`config.mk`:
```
export PLATFORM = sky130hd
export DESIGN_NAME = sens_dly_sequencer_flat
export DESIGN_NICKNAME = d
export VERILOG_FILES = /design/src/rtl/sens_dly_sequencer_if.sv /design/src/rtl/sens_dly_sequencer.sv /design/src/flat_wrapper.sv
export SDC_FILE = /design/constraint.sdc
export NUM_CORES = 1
export LEC_CHECK = 0
export ABC_AREA = 1
export ABC_CLOCK_PERIOD_IN_PS = 3000
export CAP_MARGIN = 20
export CORE_MARGIN = 5
export CORE_UTILIZATION = 45
export CTS_BUF_LIST = sky130_fd_sc_hd__clkbuf_8 sky130_fd_sc_hd__clkbuf_16
export DETAILED_ROUTE_END_ITERATION = 10
export PLACE_DENSITY_LB_ADDON = 0.08
export SYNTH_ARGS = -nofsm -noshare
export SYNTH_HDL_FRONTEND = slang
export SYNTH_SLANG_ARGS = --single-unit
```
`constraint.sdc`:
```
create_clock -name mclk -period 3 [get_ports mclk]
set_input_delay 0.9 -clock mclk [delete_from_list [all_inputs] [get_ports mclk]]
set_output_delay 0.9 -clock mclk [all_outputs]
set_load 0.05 [all_outputs]
```
`src/rtl/sens_dly_sequencer_if.sv`:
```
// Command/lane bus of the sensor delay sequencer: host command side plus the
// broadcast delay controls that fan out to the pixel lane input cells.
interface sens_dly_sequencer_if #(
    parameter int NUM_LANES = 14,
    parameter int DLY_WIDTH = 8
);
    logic                 cmd_we;
    logic [3:0]           cmd_addr;
    logic [DLY_WIDTH-1:0] cmd_data;
    logic                 cmd_apply;
    logic                 busy;
    logic                 done;
    logic                 wr_err;
    logic [DLY_WIDTH-1:0] dly_data;
    logic [NUM_LANES-1:0] set_idelay;
    logic                 ld_idelay;
    logic [1:0]           quadrant;

    modport master (
        output cmd_we, cmd_addr, cmd_data, cmd_apply,
        input  busy, done, wr_err, dly_data, set_idelay, ld_idelay, quadrant
    );

    modport slave (
        input  cmd_we, cmd_addr, cmd_data, cmd_apply,
        output busy, done, wr_err, dly_data, set_idelay, ld_idelay, quadrant
    );
endinterface

```
`src/rtl/sens_dly_sequencer.sv`:
```
// Sensor port lane delay sequencer: shadows per-lane delays and the quadrant,
// then on apply strobes each changed lane in turn, issues one broadcast load
// with the new quadrant, waits for the delay lines to settle and pulses done.
module sens_dly_sequencer #(
    parameter int NUM_LANES     = 14,
    parameter int DLY_WIDTH     = 8,
    parameter int SETTLE_CYCLES = 4
) (
    input  logic                 mclk,
    input  logic                 mrst,
    sens_dly_sequencer_if.slave  bus
);
    localparam int         SW        = $clog2(SETTLE_CYCLES + 1);
    localparam logic [3:0] LAST_LANE = 4'(NUM_LANES - 1);
    localparam logic [3:0] QUAD_ADDR = 4'd15;

    typedef enum logic [1:0] {S_IDLE, S_SCAN, S_LOAD, S_SETTLE} state_t;

    state_t               state_q, state_d;
    logic [3:0]           lane_q, lane_d;
    logic [SW-1:0]        cnt_q, cnt_d;
    logic [DLY_WIDTH-1:0] shadow_q [NUM_LANES];
    logic [DLY_WIDTH-1:0] shadow_d [NUM_LANES];
    logic [1:0]           quad_sh_q, quad_sh_d;
    logic [NUM_LANES-1:0] dirty_q, dirty_d;
    logic                 busy_q, busy_d;
    logic                 done_q, done_d;
    logic                 wr_err_q, wr_err_d;
    logic [DLY_WIDTH-1:0] dly_q, dly_d;
    logic [NUM_LANES-1:0] set_q, set_d;
    logic                 ld_q, ld_d;
    logic [1:0]           quadrant_q, quadrant_d;

    logic                 bad_wr;
    logic                 scan_en;
    logic [3:0]           scan_lane;

    // Next-state logic: shadow writes, error flag, lane walk, load and settle.
    // Lane 0 is handled in the accepting cycle so lane i strobes in the
    // (i+1)-th cycle after the apply, with a same-cycle write already visible.
    always_comb begin
        state_d    = state_q;
        lane_d     = lane_q;
        cnt_d      = cnt_q;
        shadow_d   = shadow_q;
        quad_sh_d  = quad_sh_q;
        dirty_d    = dirty_q;
        busy_d     = busy_q;
        done_d     = 1'b0;
        wr_err_d   = wr_err_q;
        dly_d      = dly_q;
        set_d      = '0;
        ld_d       = 1'b0;
        quadrant_d = quadrant_q;
        bad_wr     = 1'b0;
        scan_en    = 1'b0;
        scan_lane  = lane_q;

        case (state_q)
            S_IDLE: begin
                if (bus.cmd_we) begin
                    if (bus.cmd_addr <= LAST_LANE) begin
                        shadow_d[bus.cmd_addr] = bus.cmd_data;
                        dirty_d[bus.cmd_addr]  = 1'b1;
                    end else if (bus.cmd_addr == QUAD_ADDR) begin
                        quad_sh_d = bus.cmd_data[1:0];
                    end else begin
                        bad_wr = 1'b1;
                    end
                end
                if (bus.cmd_apply) begin
                    busy_d    = 1'b1;
                    wr_err_d  = bad_wr;
                    scan_en   = 1'b1;
                    scan_lane = 4'd0;
                end else if (bad_wr) begin
                    wr_err_d = 1'b1;
                end
            end
            S_SCAN: begin
                scan_en = 1'b1;
            end
            S_LOAD: begin
                ld_d       = 1'b1;
                quadrant_d = quad_sh_q;
                cnt_d      = '0;
                state_d    = S_SETTLE;
            end
            S_SETTLE: begin
                if (cnt_q == SW'(SETTLE_CYCLES)) begin
                    done_d  = 1'b1;
                    busy_d  = 1'b0;
                    state_d = S_IDLE;
                end else begin
                    cnt_d = cnt_q + 1'b1;
                end
            end
            default: begin
                state_d = S_IDLE;
            end
        endcase

        // Any command arriving mid-sequence is dropped and flagged.
        if (state_q != S_IDLE && (bus.cmd_we || bus.cmd_apply)) begin
            wr_err_d = 1'b1;
        end

        if (scan_en) begin
            if (dirty_d[scan_lane]) begin
                dly_d              = shadow_d[scan_lane];
                set_d              = NUM_LANES'(1) << scan_lane;
                dirty_d[scan_lane] = 1'b0;
            end
            if (scan_lane == LAST_LANE) begin
                state_d = S_LOAD;
            end else begin
                state_d = S_SCAN;
                lane_d  = scan_lane + 4'd1;
            end
        end
    end

    // State and output registers; reset clears everything including shadows.
    always_ff @(posedge mclk) begin
        if (mrst) begin
            state_q    <= S_IDLE;
            lane_q     <= '0;
            cnt_q      <= '0;
            shadow_q   <= '{default: '0};
            quad_sh_q  <= '0;
            dirty_q    <= '0;
            busy_q     <= 1'b0;
            done_q     <= 1'b0;
            wr_err_q   <= 1'b0;
            dly_q      <= '0;
            set_q      <= '0;
            ld_q       <= 1'b0;
            quadrant_q <= '0;
        end else begin
            state_q    <= state_d;
            lane_q     <= lane_d;
            cnt_q      <= cnt_d;
            shadow_q   <= shadow_d;
            quad_sh_q  <= quad_sh_d;
            dirty_q    <= dirty_d;
            busy_q     <= busy_d;
            done_q     <= done_d;
            wr_err_q   <= wr_err_d;
            dly_q      <= dly_d;
            set_q      <= set_d;
            ld_q       <= ld_d;
            quadrant_q <= quadrant_d;
        end
    end

    assign bus.busy       = busy_q;
    assign bus.done       = done_q;
    assign bus.wr_err     = wr_err_q;
    assign bus.dly_data   = dly_q;
    assign bus.set_idelay = set_q;
    assign bus.ld_idelay  = ld_q;
    assign bus.quadrant   = quadrant_q;
endmodule
```
`src/flat_wrapper.sv`:
```
// flat-port wrapper written by rule: the top's interface ports become plain ports
module sens_dly_sequencer_flat 
#(
    parameter int NUM_LANES     = 14,
    parameter int DLY_WIDTH     = 8,
    parameter int SETTLE_CYCLES = 4
)
  (mclk, mrst, bus_cmd_we, bus_cmd_addr, bus_cmd_data, bus_cmd_apply, bus_busy, bus_done, bus_wr_err, bus_dly_data, bus_set_idelay, bus_ld_idelay, bus_quadrant);
  sens_dly_sequencer_if #(.NUM_LANES(NUM_LANES), .DLY_WIDTH(DLY_WIDTH)) bus_i ();
  input  logic mclk;
  input  logic mrst;
  input wire logic [$bits(bus_i.cmd_we)-1:0] bus_cmd_we;
  input wire logic [$bits(bus_i.cmd_addr)-1:0] bus_cmd_addr;
  input wire logic [$bits(bus_i.cmd_data)-1:0] bus_cmd_data;
  input wire logic [$bits(bus_i.cmd_apply)-1:0] bus_cmd_apply;
  output wire logic [$bits(bus_i.busy)-1:0] bus_busy;
  output wire logic [$bits(bus_i.done)-1:0] bus_done;
  output wire logic [$bits(bus_i.wr_err)-1:0] bus_wr_err;
  output wire logic [$bits(bus_i.dly_data)-1:0] bus_dly_data;
  output wire logic [$bits(bus_i.set_idelay)-1:0] bus_set_idelay;
  output wire logic [$bits(bus_i.ld_idelay)-1:0] bus_ld_idelay;
  output wire logic [$bits(bus_i.quadrant)-1:0] bus_quadrant;
  assign bus_i.cmd_we = bus_cmd_we;
  assign bus_i.cmd_addr = bus_cmd_addr;
  assign bus_i.cmd_data = bus_cmd_data;
  assign bus_i.cmd_apply = bus_cmd_apply;
  assign bus_busy = bus_i.busy;
  assign bus_done = bus_i.done;
  assign bus_wr_err = bus_i.wr_err;
  assign bus_dly_data = bus_i.dly_data;
  assign bus_set_idelay = bus_i.set_idelay;
  assign bus_ld_idelay = bus_i.ld_idelay;
  assign bus_quadrant = bus_i.quadrant;
  sens_dly_sequencer #(.NUM_LANES(NUM_LANES), .DLY_WIDTH(DLY_WIDTH), .SETTLE_CYCLES(SETTLE_CYCLES)) u_core (.mclk(mclk), .mrst(mrst), .bus(bus_i));
endmodule
```
---- Word-level counts from Yosys, hierarchy flattened ----
Cells that the tools add are included.
storage, ports and cells
  bits in registers ....................... 165
  word-level logic and storage cells ...... 121
  output and inout bits ................... 28
cells by class
  $add $sub $neg .......................... 2
  shift operators ......................... 1
  bitwise logic cells ..................... 10
  order comparisons ....................... 8
  eq/ne operators ......................... 10
  muxes and demuxes ....................... 43
  reduce and logical (&&, ||, !) cells .... 21
operators by type and width
  cell                  count
  $mux 112              3
  $bwmux 112            1
  $mux 14               5
  $bmux 8 s4            1
  $demux 8 s4           1
  $mux 8                3
  $mux 1                16
  $and 14x14->14        1
  $not 14->14           1
  $or 14x14->14         1
  $shl 1x4->14 const A  1
  $ge 5x5->1 const B    2
  $lt 4x5->1 const B    2
  $not 4->5             2
  $reduce_and 2->1      5
  $demux 1 s4           2
  $eq 4x4->1 const B    2
  $ge 4x1->1 const B    2
  $mux 4                2
  $reduce_bool 2->1     4
  $mux 2                3
  $pmux 3 s2            1
  $reduce_bool 3->1     2
  $lt 5x1->1 const B    1
  21 further kinds      31

---- Logic depth before layout (Yosys ltp) ----
Gate-level depths: netlist (run 1).
  depth after elaboration ................. 12
  mapped depth ............................ 16

---- Worst setup path before layout (run 1) ----
OpenSTA, ideal clock, no wires.
  kind .................................... input port to flip-flop
  from .................................... input bus_cmd_apply
  to ...................................... register u_core.lane_q[2]
  slack ................................... 432 ps
  required time ........................... 2880 ps
  data arrival time ....................... 2448 ps
  path buffers ............................ 2
  stages on the path ...................... 12
  setup time .............................. 120 ps
  cell sequence ........................... nand2_2 -> nand2_1 -> buf_2 -> buf_1 -> ha_1 -> inv_1 -> nor2_1 -> inv_1 -> nand2_1 -> inv_1 -> o21ai_0 -> a21oi_1
on the way
  cells in the longest elaborated chain, start to end .. 5
  elaborated cells between the ends (all ways) .. 8
ends and longest elaborated chain
  what                                                                 line                       source
  start: declaration                                                   flat_wrapper.sv:15         input wire logic [$bits(bus_i.cmd_apply)-1:0] bus_cmd_apply;
  parallel branches: the longest is 5 deep, another holds $add 4x1->4  n/a
  end signal: assignment                                               sens_dly_sequencer.sv:141  lane_q <= lane_d;
  end: declaration                                                     sens_dly_sequencer.sv:20   logic [3:0] lane_q, lane_d;
Several ways; the timed one is not identified.
A chain may end at the register's enable or synchronous reset.

---- Worst setup path in the final report (run 1) ----
  from .................................... input bus_cmd_addr[0]
  to ...................................... register u_core.dly_q[7], in the netlist u_core.bus.dly_data[7]
on the way
  cells in the longest elaborated chain, start to end .. 12
  elaborated cells between the ends (all ways) .. 26
ends and longest elaborated chain
  what                                                                   line                       source
  start: declaration                                                     flat_wrapper.sv:13         input wire logic [$bits(bus_i.cmd_addr)-1:0] bus_cmd_addr;
  $not 4->5 (implied by the code)                                        sens_dly_sequencer.sv:63   shadow_d[bus.cmd_addr] = bus.cmd_data;
  $ge 5x5->1 (implied by the code) / $lt 5x1->1 (equally long branches)  sens_dly_sequencer.sv:63
  $logic_and 1x1->1 (implied by the code)                                sens_dly_sequencer.sv:63
  $mux 8 (implied by the code)                                           sens_dly_sequencer.sv:63
  $demux 8 s4                                                            sens_dly_sequencer.sv:63
  $bwmux 112                                                             sens_dly_sequencer.sv:63
  $mux 112                                                               sens_dly_sequencer.sv:62   if (bus.cmd_addr <= LAST_LANE) begin
  $mux 112                                                               sens_dly_sequencer.sv:61   if (bus.cmd_we) begin
  $mux 112                                                               sens_dly_sequencer.sv:59   case (state_q)
  $bmux 8 s4                                                             sens_dly_sequencer.sv:110  dly_d = shadow_d[scan_lane];
  $mux 8 (implied by the code) (2 in a row)                              sens_dly_sequencer.sv:110
  end signal: assignment                                                 sens_dly_sequencer.sv:149  dly_q <= dly_d;
  end: declaration                                                       sens_dly_sequencer.sv:29   logic [DLY_WIDTH-1:0] dly_q, dly_d;
Several ways; a longest one is shown, not always the timed one. The select of a mux whose other input is x is not followed.

==> results of run 1 <==
-- per-layer routing --
| metal | vias up | wire length, um |
|---|---|---|
| li1 | 3991 | - |
| met1 | 3775 | 11200 |
| met2 | 306 | 11300 |
| met3 | 37 | 1790 |
| met4 | 0 | 511 |
| met5 | - | 0 |
-- metrics by stage --
step | TNS [ns] | util, % | cells
after floorplan | 0 | - | 1144
after global placement | -0.837 | 54.3 | 1461
after detailed placement | -1.32 | 54.3 | 1461
after CTS | 0 | 58.0 | 1492
after global routing | 0 | 58.0 | 1492
final | 0 | 58.0 | 1492
-- worst min-delay path by stage --
| stage | startpoint | endpoint | slack [ns] | depth (start not counted) |
|---|---|---|---|---|
| after floorplan | u_core.cnt_q[2] | u_core.bus.done | 0.45 | 2 |
| after global placement | u_core.shadow_q[93] | u_core.shadow_q[93] | 0.45 | 2 |
| after detailed placement | u_core.shadow_q[111] | u_core.shadow_q[111] | 0.46 | 2 |
| after CTS | u_core.shadow_q[111] | u_core.shadow_q[111] | 0.47 | 2 |
| after global routing | u_core.shadow_q[23] | u_core.shadow_q[23] | 0.48 | 2 |
| final | u_core.shadow_q[111] | u_core.shadow_q[111] | 0.47 | 2 |
-- cells in the mapped netlist --
cell type    n
nand3_2      8
o31ai_1      1
buf_6        1
dfxtp_1    165
nor2_2       1
buf_1        8
nor3_1       5
nand2_1    270
inv_1       86
nand2_4      1
nor2_1      88
o21a_1      12
a21oi_1    134
o211ai_1     1
nor2_4       8
nand4_1      1
ha_1         7
clkbuf_1    39
a211oi_1     1
nand3_1    258
nand2_2      3
o21ai_0     18
buf_2       20
a31oi_1      1
inv_2        7
-- logic make-up after synthesis --
kind of cell	share of synthesized area (%)
AND/OR/NAND/NOR	36.9
AO/OA/AOI/OAI	11.3
flip-flops	42.5
buffers and inverters	8.19
adder cells (fa/ha/maj)	1.13
-- placed cells by master (no fill, tap or decap), types with 18 or more instances in the layout --
master,Yosys,final
a21oi_1,134,134
buf_4,0,101
clkdlybuf4s50_1,0,42
dfxtp_1,165,165
inv_1,86,91
nand2_1,270,270
nand3_1,258,258
nor2_1,88,88
o21ai_0,18,18
-- sequential cells by signal (all words and copies together) (netlist names) --
signal	flops
u_core.bus.set_idelay	14
u_core.shadow_q	112
u_core.dirty_q	14
u_core.bus.quadrant	2
u_core.cnt_q	3
u_core.lane_q	4
u_core.bus.ld_idelay	1
u_core.quad_sh_q	2
u_core.state_q	2
u_core.bus.dly_data	8
u_core.bus.done	1
u_core.bus.busy	1
u_core.bus.wr_err	1
-- critical path, delay by kind of cell --
kind	cells	cell delay (ns)
compound gates	1	0.16
simple gates	9	0.89
buf+inv	4	1.05
-- area by class of cell --
type / count / area share [%]
sequential: 165 / 33.3
clock inverter: 13 / 1.94
tap: 225 / 2.84
inverter: 93 / 3.52
timing repair buffer: 160 / 15.3
clock buffer: 18 / 4.43
multi-input combinational: 818 / 38.7
-- power by group --
part | total, mW | switching (mW) | internal [mW]
Combinational | 0.956 | 0.612 | 0.343
Clock | 2.38 | 0.895 | 1.48
Sequential | 2.28 | 0.0339 | 2.24
Total | 5.61 | 1.54 | 4.07
==> results.sh, run 1 <==
export IMPL_multiInputGateArea_sq_mm=0.00384
export IMPL_synthCells=1144
export IMPL_gp_congestion=0.875
export IMPL_post_dp_cell_area_sq_mm=0.00929
export IMPL_power_density_mw_per_mm2=565
export IMPL_hpwl_mm=16.4
export IMPL_drv_cap=0
export IMPL_initial_core_util_pct=45.5
export IMPL_io_buffers=43
export IMPL_busiest_layer="met2"
export IMPL_slew_headroom_pct=54.1
export IMPL_grtUsageMet2_pct=38.9
export IMPL_clk_pin_slew_worst_paths_ns=0.06
export IMPL_drv_slew=0
export IMPL_synth_nets=1167
export IMPL_hold_viol_final=0
export IMPL_finalSetupViolCount=0
export IMPL_cts_resized=0
export IMPL_synth_largest_area_cell="dfxtp_1"
export IMPL_io_pins=44
export IMPL_ys_seq_elements=165
export IMPL_die_width_um=141
export IMPL_place_ws_ns=-0.0995
export IMPL_slowest_delay_ns=0.63
export IMPL_finalCritPeriodShare_pct=89.9
export IMPL_syn_area_sq_mm=0.00778
export IMPL_critPathMaxFanout=20
export IMPL_reg2reg_slack_ns=0.75
export IMPL_num_vias=8109
export IMPL_met1_usage_pct=34.4
export IMPL_grt_max_degree=128
export IMPL_clock_path_buffers=2
export IMPL_clock_latency_ns=0.43
export IMPL_power_mw=5.61
export IMPL_critPathMostFrequentCell="nand2_1"
export IMPL_antenna_found_initial=0
export IMPL_final_area_sq_mm=0.00992
export IMPL_avgSynthCellArea_sq_um=6.80
export IMPL_first_iter_violations=776
export IMPL_clock_sinks=165
export IMPL_ys_seq_area_share_pct=42.5
export IMPL_design_die_area_sq_mm=0.0200
export IMPL_rsz0062_at_grt="false"
export IMPL_startpoint="bus_cmd_addr[0]"
export IMPL_worst_pin_slew_ns=0.686
export IMPL_synth_top_area_share_pct=42.5
export IMPL_netlist_cell_type_count=25
export IMPL_hp_class="flop to flop"
export IMPL_worstPathArrival_ns=3.02
export IMPL_finClkSkew_ns=0.00646
export IMPL_crit_chain="clkdlybuf4s50_1, inv_2, nor2_4, nand3_2, buf_4, nand3_1, nand3_1, nand2_1, nand2_1, a21oi_1, nand2_1, buf_12, nor2_1, nor2_1"
export IMPL_min_period_ns=2.70
export IMPL_grt_overflow_total=0
export IMPL_grt_pass1_vias=7408
export IMPL_n_antenna_cell=0
export IMPL_htreeDepth=4
export IMPL_slowest_stage="clkdlybuf4s50_1"
export IMPL_gr_usage_all_layers_pct=25.0
export IMPL_crit_type="input pin to flop"
export IMPL_critPathCaptureType="flop"
export IMPL_grtUsageMet3_pct=5.39
export IMPL_required_ns=3.32
export IMPL_wl_per_cell_um=16.6
export IMPL_numCtsBuffers=17
export IMPL_drc=0
export IMPL_final_nets=1278
export IMPL_postRouteAntennaNets=0
export IMPL_worst_slack_ns=0.303
export IMPL_ir_worst_vdd_uv=410
export IMPL_fillers=1656
export IMPL_hold_ws_ns=0.468
export IMPL_seq_area_sq_mm=0.00330
export IMPL_max_freq_mhz=371
export IMPL_post_cts_buffers=0
export IMPL_critPathLaunchType="input pin"
export IMPL_ys_warn_count=0
export IMPL_cp_endpoint="u_core.bus.dly_data[7]"
export IMPL_status="completed"
export IMPL_clock_root_buffer="clkbuf_16"
export IMPL_rows=48
export IMPL_r2r_end="u_core.lane_q[2]"
export IMPL_core_area_sq_mm=0.0171
export IMPL_area_growth_pct=27.6
export IMPL_synth_area_leaders="dfxtp_1, nand3_1, nand2_1"
export IMPL_die_h_um=141
export IMPL_vias_per_cell=5.43
export IMPL_drive_gt1_share_pct=13.6
export IMPL_r2r_start="u_core.state_q[1]"
export IMPL_r2r_cells=13
export IMPL_p_leak_nw=4.28
export IMPL_cts_tree="yes"
export IMPL_grt_pass1_wl_mm=39.6
export IMPL_wirelength_mm=24.8
export IMPL_dr_pass1_iters=5
export IMPL_postCtsHoldBufs=0
Power figures use the tool's default switching activity.
==> run 2, diff against run 1 <==
SETUP_SLACK_MARGIN = 0.1   (was unset)
==> results of run 2 <==
Final layout, timing and power as in run 1 (identical DEF).
